`src/rtl/seg14_scan_decoder.sv`:
```
// seg14_scan_decoder
// Receive side of the 12-digit multiplexed 14-segment display path. Samples
// the scanned digit select and segment lines, recognises each glyph, rebuilds
// the 12-character frame and streams completed frames out as ASCII over a
// valid/ready interface. Assembly and streaming are double buffered.
// Optional feature macro: SEG14_FRAME_CONFIRM_EN -- a completed frame is only
// published when it is identical to the previously completed frame.
module seg14_scan_decoder #(
    parameter int NDIG = 12                 // fixed: sel_in width and frame length
) (
    input  logic            clk,
    input  logic            rst,
    input  logic [NDIG-1:0] sel_in,
    input  logic [13:0]     segm_in,
    output logic            char_valid,
    input  logic            char_ready,
    output logic [6:0]      char_data,
    output logic [3:0]      char_idx,
    output logic            char_last,
    output logic            frame_err,
    output logic            glyph_err,
    output logic            frame_drop
);

    localparam logic [3:0]      LAST_IDX   = 4'(NDIG - 1);
    localparam logic [6:0]      CH_SPACE   = 7'h20;
    localparam logic [6:0]      CH_UNKNOWN = 7'h3F;
    localparam logic [NDIG-1:0] SEL_ONE    = NDIG'(1);

    typedef enum logic {HUNT, ASSEMBLE} state_t;

    logic [NDIG-1:0]      sel_r;
    logic [13:0]          segm_r;
    logic [3:0]           sel_k;
    logic                 sel_none;
    logic                 sel_multi;
    logic [6:0]           glyph_ch;
    logic                 glyph_known;
    logic                 take;
    logic                 seq_err;
    logic                 frame_done;
    logic                 publish;
    state_t               state;
    logic [3:0]           prev_idx;
    logic [3:0]           exp_idx;
    logic [NDIG-1:0][6:0] asm_buf;
    logic [NDIG-1:0][6:0] done_frame;
    logic [NDIG-1:0][6:0] out_buf;
    logic [3:0]           rd_idx;
    logic                 accept;
    logic                 out_busy;

    // Register the display lines once; every decision below uses these copies.
    // NOTE: sequential state uses non-blocking assignments only, so each flop samples pre-edge values whatever the block order.
    always_ff @(posedge clk or posedge rst) begin
        if (rst) begin
            sel_r  <= '0;
            segm_r <= '0;
        end else begin
            sel_r  <= sel_in;
            segm_r <= segm_in;
        end
    end

    // Select decode: index of the set bit (meaningful only when exactly one is set).
    always_comb begin
        // NOTE: every variable of a combinational block gets a default first, so no path leaves it unassigned and no latch is inferred.
        sel_k = '0;
        for (int i = 0; i < NDIG; i++) begin
            if (sel_r[i]) sel_k = 4'(i);
        end
    end

    assign sel_none  = (sel_r == '0);
    assign sel_multi = ((sel_r & (sel_r - SEL_ONE)) != '0);

    // Glyph recognition on the registered segment pattern.
    always_comb begin
        glyph_ch    = CH_UNKNOWN;
        glyph_known = 1'b1;
        case (segm_r)
            14'b00000000000000: glyph_ch = 7'h20;
            14'b01100000001000: glyph_ch = 7'h31;
            14'b10001110000000: glyph_ch = 7'h46;
            14'b10111101000000: glyph_ch = 7'h47;
            14'b01101100101000: glyph_ch = 7'h4D;
            14'b11001111000000: glyph_ch = 7'h50;
            14'b01101100000101: glyph_ch = 7'h57;
            default:            glyph_known = 1'b0;
        endcase
    end

    // Classify the current sample: capture it, ignore it, or flag a sequence error.
    always_comb begin
        take    = 1'b0;
        seq_err = 1'b0;
        if (sel_multi) begin
            seq_err = 1'b1;
        end else if (!sel_none) begin
            if (state == HUNT) begin
                take = (sel_k == 4'd0);
            end else if (sel_k == prev_idx) begin
                take = 1'b0;                    // repeat scan of the same digit
            end else if (sel_k == exp_idx) begin
                take = 1'b1;
            end else begin
                seq_err = 1'b1;
                take    = (sel_k == 4'd0);      // a digit 0 restarts assembly at once
            end
        end
    end

    assign frame_done = take && (sel_k == LAST_IDX);

    // Assembly FSM: tracks the digit sequence and fills the assembly buffer.
    always_ff @(posedge clk or posedge rst) begin
        if (rst) begin
            state     <= HUNT;
            prev_idx  <= '0;
            exp_idx   <= '0;
            // NOTE: the frame buffers are small flop arrays and reset to spaces so no stale text survives a reset; a RAM-style store would be left unreset.
            asm_buf   <= {NDIG{CH_SPACE}};
            frame_err <= 1'b0;
            glyph_err <= 1'b0;
        end else begin
            frame_err <= seq_err;
            glyph_err <= take && !glyph_known;
            if (take) begin
                asm_buf[sel_k] <= glyph_ch;
                prev_idx       <= sel_k;
                exp_idx        <= sel_k + 4'd1;
            end
            if (frame_done) begin
                state <= HUNT;
            end else if (take) begin
                state <= ASSEMBLE;
            end else if (seq_err) begin
                state <= HUNT;
            end
        end
    end

    // The completed frame includes the digit being captured this cycle.
    always_comb begin
        done_frame           = asm_buf;
        done_frame[LAST_IDX] = glyph_ch;
    end

`ifdef SEG14_FRAME_CONFIRM_EN
    logic [NDIG-1:0][6:0] last_frame;
    logic                 last_vld;

    // Remember every completed frame; only an exact repeat is published.
    always_ff @(posedge clk or posedge rst) begin
        if (rst) begin
            last_frame <= {NDIG{CH_SPACE}};
            last_vld   <= 1'b0;
        end else if (frame_done) begin
            last_frame <= done_frame;
            last_vld   <= 1'b1;
        end
    end

    assign publish = frame_done && last_vld && (done_frame == last_frame);
`else
    assign publish = frame_done;
`endif

    // A frame arriving in the cycle index 11 is accepted still finds the streamer free.
    assign accept   = char_valid && char_ready;
    assign out_busy = char_valid && !(char_ready && (rd_idx == LAST_IDX));

    // Output streamer: load a published frame when free, then walk indices 0..11.
    always_ff @(posedge clk or posedge rst) begin
        if (rst) begin
            out_buf    <= {NDIG{CH_SPACE}};
            rd_idx     <= '0;
            char_valid <= 1'b0;
            frame_drop <= 1'b0;
        end else begin
            frame_drop <= publish && out_busy;
            if (publish && !out_busy) begin
                out_buf    <= done_frame;
                rd_idx     <= '0;
                char_valid <= 1'b1;
            end else if (accept) begin
                if (rd_idx == LAST_IDX) begin
                    rd_idx     <= '0;
                    char_valid <= 1'b0;
                end else begin
                    rd_idx <= rd_idx + 4'd1;
                end
            end
        end
    end

    assign char_data = char_valid ? out_buf[rd_idx] : 7'h00;
    assign char_idx  = rd_idx;
    assign char_last = char_valid && (rd_idx == LAST_IDX);

endmodule

```
`config.mk`:
```
export PLATFORM = sky130hd
export DESIGN_NAME = seg14_scan_decoder
export DESIGN_NICKNAME = d
export VERILOG_FILES = /design/src/rtl/seg14_scan_decoder.sv
export SDC_FILE = /design/constraint.sdc
export NUM_CORES = 1
export LEC_CHECK = 0
export ABC_AREA = 1
export CAP_MARGIN = 20
export CELL_PAD_IN_SITES_DETAIL_PLACEMENT = 1
export CELL_PAD_IN_SITES_GLOBAL_PLACEMENT = 2
export CORE_ASPECT_RATIO = 1.2
export CORE_MARGIN = 5
export CORE_UTILIZATION = 39
export CTS_BUF_LIST = sky130_fd_sc_hd__clkbuf_8
export DETAILED_ROUTE_END_ITERATION = 10
export GPL_TIMING_DRIVEN = 0
export PLACE_DENSITY_LB_ADDON = 0.1
export SLEW_MARGIN = 20
export SYNTH_ARGS = -nofsm -noshare
export SYNTH_HDL_FRONTEND = slang
export SYNTH_SLANG_ARGS = --single-unit
```
`constraint.sdc`:
```
create_clock -name clk -period 9.16 [get_ports clk]
set_input_delay 2.748 -clock clk [delete_from_list [all_inputs] [get_ports clk]]
set_output_delay 2.748 -clock clk [all_outputs]
set_load 0.01 [all_outputs]
```
==> impl.org <==
** CTS
- Post-cts repair resize count :: 0
- CTS Sinks :: 204
- The longest clock path from root to sink contains 3 buffers.
- Clock tree from TritonCTS :: yes
- For this design, the CTS-stage hold fixing added 0 buffers.
- Clock-pin slew was measured on the worst setup and hold paths at 0.06 ns.
- H-tree level count :: 2
- Setup Fix Bufs, Post-CTS :: 0
- Clock tree root driver cell :: sky130_fd_sc_hd__clkbuf_8
- TritonCTS created 37 clock buffers.
- The later pin in the worst-skew pair is clocked with a latency of 0.51 ns.

** Layout
- Post-Layout Inst Area :: 10900 sq um
- Nets :: 1197
- Antenna diode count :: 0
- From synthesis to final layout, the design area changed by 18.1%.
- Layout Cells excl Fill :: 1506
- Layout cells sized above 1 :: 0.128

** Drt
- The first detailed-routing pass took 4 iterations.
- Dividing the detail-routed wire length by the instance count gives 17.1 microns.
- Detailed-route via count :: 7280
- Residual DRC :: 0
- DRC marker count from the first detailed-route iteration :: 255
- DRT antenna net count :: 0
- Ratio of routed vias to standard cells :: 4.83
- Total routed wirelength :: 25700 microns

** Yosys
- Dominant cells by area after synthesis :: sky130_fd_sc_hd__dfrtp_1 49%, sky130_fd_sc_hd__nand2_1 12%, sky130_fd_sc_hd__dfstp_2 6.5%
- Synth unique cells :: 47
- The largest total area in the synthesized netlist belongs to sky130_fd_sc_hd__dfrtp_1.
- A synthesized cell averages 8.57 sq um.
- Yosys top cell area share :: 0.490
- The mapped netlist covers 9240 sq um.
- Net count of the mapped netlist :: 1112
- For this run, asynchronously set or reset flops after synthesis account for 1.00.
- Synthesis produced 1078 cells.
- The share of the Yosys chip area taken by registers is 0.556.
- Among all cell types in the netlist, the one instantiated most often is sky130_fd_sc_hd__nand2_1.
- Counting instances in the post-synthesis netlist gives the leading cell types as 294 x sky130_fd_sc_hd__nand2_1, 181 x sky130_fd_sc_hd__dfrtp_1, 128 x sky130_fd_sc_hd__inv_1.
- #FFs+latches synth :: 204
- Number of synthesis warnings :: 0
- Number of enable-type register cells in the synthesized netlist :: 0
- Primary FF master, synth :: sky130_fd_sc_hd__dfrtp_1

** Worst setup path
- STA puts the critical path data required time at 6.41 ns.
- For this design, the slowest cell found on the critical path is sky130_fd_sc_hd__clkbuf_1.
- The largest single stage delay on the critical path is 0.65 ns.
- For the worst setup path, the data arrival time is 3.23 ns.
- Cell mode on critical path :: sky130_fd_sc_hd__clkbuf_1
- The worst setup path is captured at an output pin.
- Worst path cell trace :: clkbuf_1 -> clkbuf_1 -> o21ai_0 -> o211ai_1 -> nand3_1 -> a21oi_1 -> clkdlybuf4s50_1
- Maximum fanout count along the critical path :: 10
- Kind of start point of the critical path :: register
- Setup CP Type :: reg2out

** Timing
- Setup repair after global routing left no endpoint under its margin.
- Final number of hold-violating endpoints :: 0
- In the finished design, the share of the clock period the worst path needs comes to 0.652.
- Final setup violating endpoints :: 0
- Worst hold slack after final layout :: 0.466 ns
- The smallest clock period supported by the final layout is computed as 5.97 ns.
- For the final database, setup skew stands at 0.0119 ns.
- Setup total negative slack on the finished layout was measured at 0 ns.
- Max_slew headroom :: 0.444
- The number of max-slew violations in the final report is 0.
- At the pin with the least slew margin, the transition time is 0.834 ns.
- Peak clock frequency supported by timing :: 0.167 GHz

** Power and ir drop
- Power density of the placed cells :: 215 nW/um^2
- IR analysis of the VDD net gives a maximum drop of 0.000100 V.
- Summing internal, switching and leakage power gives 2.34 mW.
- Leakage power :: 5.44 nW

** GRT
- Antenna violations before repair :: 0
- Wire length of the first global-routing pass :: 42000 microns
- Vias in the first global route :: 7809
- Residual overflow from global routing :: 0
- Largest net degree at the start of global routing :: 86
- For this run, the total global-route usage over all layers was measured as 0.201.

** Die
- The die covers 26900 sq um.
- After floorplanning, the core was sized to cover 23300 sq um.
- The initialized floorplan defines 61 standard-cell rows.
- Die extent in x :: 151 microns
- For this configuration, the core starts out at a cell density of 0.397.
- Die extent in y :: 179 microns
- 45 I/O pins were placed.

** Status
- The run finished with clean final reports.

** Placement
- Counting tap cells, the placed design contains a total of 1439 instances.
- The placed instances occupy a cell area of 10100 sq um.
- Detailed Place HPWL :: 18400 microns
- Number of I/O port buffers :: 44
- Routability-driven placement finished with a final weighted congestion of 0.772.

** Flow run
- Max-cap violations :: 0

** Hold path
- The tightest min-delay check is of the reg2reg type.
## placed cells by master, fill, tap and decap left out, types with 3 or more instances in the layout
cell type                         synthesis  routed
sky130_fd_sc_hd__o32ai_1                  5       5
sky130_fd_sc_hd__clkinv_2                 0       3
sky130_fd_sc_hd__o221ai_1                 7       7
sky130_fd_sc_hd__nor2_2                   6       6
sky130_fd_sc_hd__o21ai_1                 64      64
sky130_fd_sc_hd__nand2_1                294     294
sky130_fd_sc_hd__dfrtp_1                181     181
sky130_fd_sc_hd__o211ai_1                 7       7
sky130_fd_sc_hd__nand2_4                  7       7
sky130_fd_sc_hd__inv_1                  128     138
sky130_fd_sc_hd__nor2_1                 115     115
sky130_fd_sc_hd__clkbuf_1                24      24
sky130_fd_sc_hd__ha_1                     5       5
sky130_fd_sc_hd__clkbuf_8                 0      52
sky130_fd_sc_hd__buf_2                   17      17
sky130_fd_sc_hd__nand4_1                  7       7
sky130_fd_sc_hd__nand2_2                  5       5
sky130_fd_sc_hd__nand3_1                 30      30
sky130_fd_sc_hd__o21ai_0                 63      63
sky130_fd_sc_hd__buf_6                    5       5
sky130_fd_sc_hd__clkdlybuf4s50_1          0      44
sky130_fd_sc_hd__o21ai_2                 10      10
sky130_fd_sc_hd__inv_2                    4       4
sky130_fd_sc_hd__xor2_1                   5       5
sky130_fd_sc_hd__a21oi_1                 27      27
sky130_fd_sc_hd__mux2i_1                  7       7
sky130_fd_sc_hd__dfstp_2                 23      23
sky130_fd_sc_hd__nor4_1                   3       3
sky130_fd_sc_hd__nor3_1                   3       3
## worst paths after layout
path	slack, ns	depth (start not counted)	startpoint	to
min in group asynchronous	2.65	2	rst	asm_buf[56]
worst min register to register	0.47	2	out_buf[75]	out_buf[75]
max in group asynchronous	5.73	3	rst	asm_buf[12]
worst max register to register	6.07	9	char_idx[3]	out_buf[64]
worst max-delay path	3.19	7	char_idx[1]	char_data[0]
worst min-delay path	0.47	2	out_buf[75]	out_buf[75]
## registers in the layout, summed over array words and instances (netlist names)
register    cells
sel_r          12
char_idx        4
segm_r         14
char_valid      1
glyph_err       1
state           1
frame_err       1
out_buf        84
prev_idx        4
frame_drop      1
asm_buf        77
exp_idx         4
## worst max-delay path: cells and delay by family, from the launching register on
kind / cells / cell delay (ns)
compound gates: 3 / 0.59
buf+inv: 3 / 1.59
simple gates: 1 / 0.16
flops: 1 / 0.39
## cell type report
class	count	area, sq um
fillers	2817	12400
repair buffers	46	495
clock inverters	15	63.8
flip-flops and latches	204	5130
well taps	315	394
inverters	135	522
clock buffers	52	716
plain buffers	48	240
multi-input cells	691	3350
## report_power, final
part           internal, mW  switching, mW
Sequential            0.919         0.0203
Combinational         0.185          0.341
Clock                 0.502          0.377
## per-layer routing
layer,global-route usage,vias up,wire length (microns)
li1,-,3571,-
met1,0.257,3545,11300
met2,0.350,114,12800
met3,0.0333,50,932
met4,0.0599,0,689
met5,0,-,0
## kinds of logic (layout without fill, tap and decap cells)
kind of cell | count (synthesis) | count (layout) | synth area share
AO/OA/AOI/OAI | 187 | 187 | 0.114
XOR/XNOR | 5 | 5 | 0.00474
adder cells (fa/ha/maj) | 5 | 5 | 0.00677
buffers and inverters | 183 | 296 | 0.0816
flip-flops | 204 | 204 | 0.556
multiplexers | 7 | 7 | 0.00758
AND/OR/NAND/NOR | 487 | 487 | 0.229
## metrics by stage
step / utilization / setup slack [ns]
floorplan: - / 0.883
global placement: 0.433 / -2.10
detailed placement: 0.436 / 3.72
CTS: 0.469 / 3.16
global route: 0.469 / 2.96
finish: 0.469 / 3.19
Power figures use the tool's default switching activity.
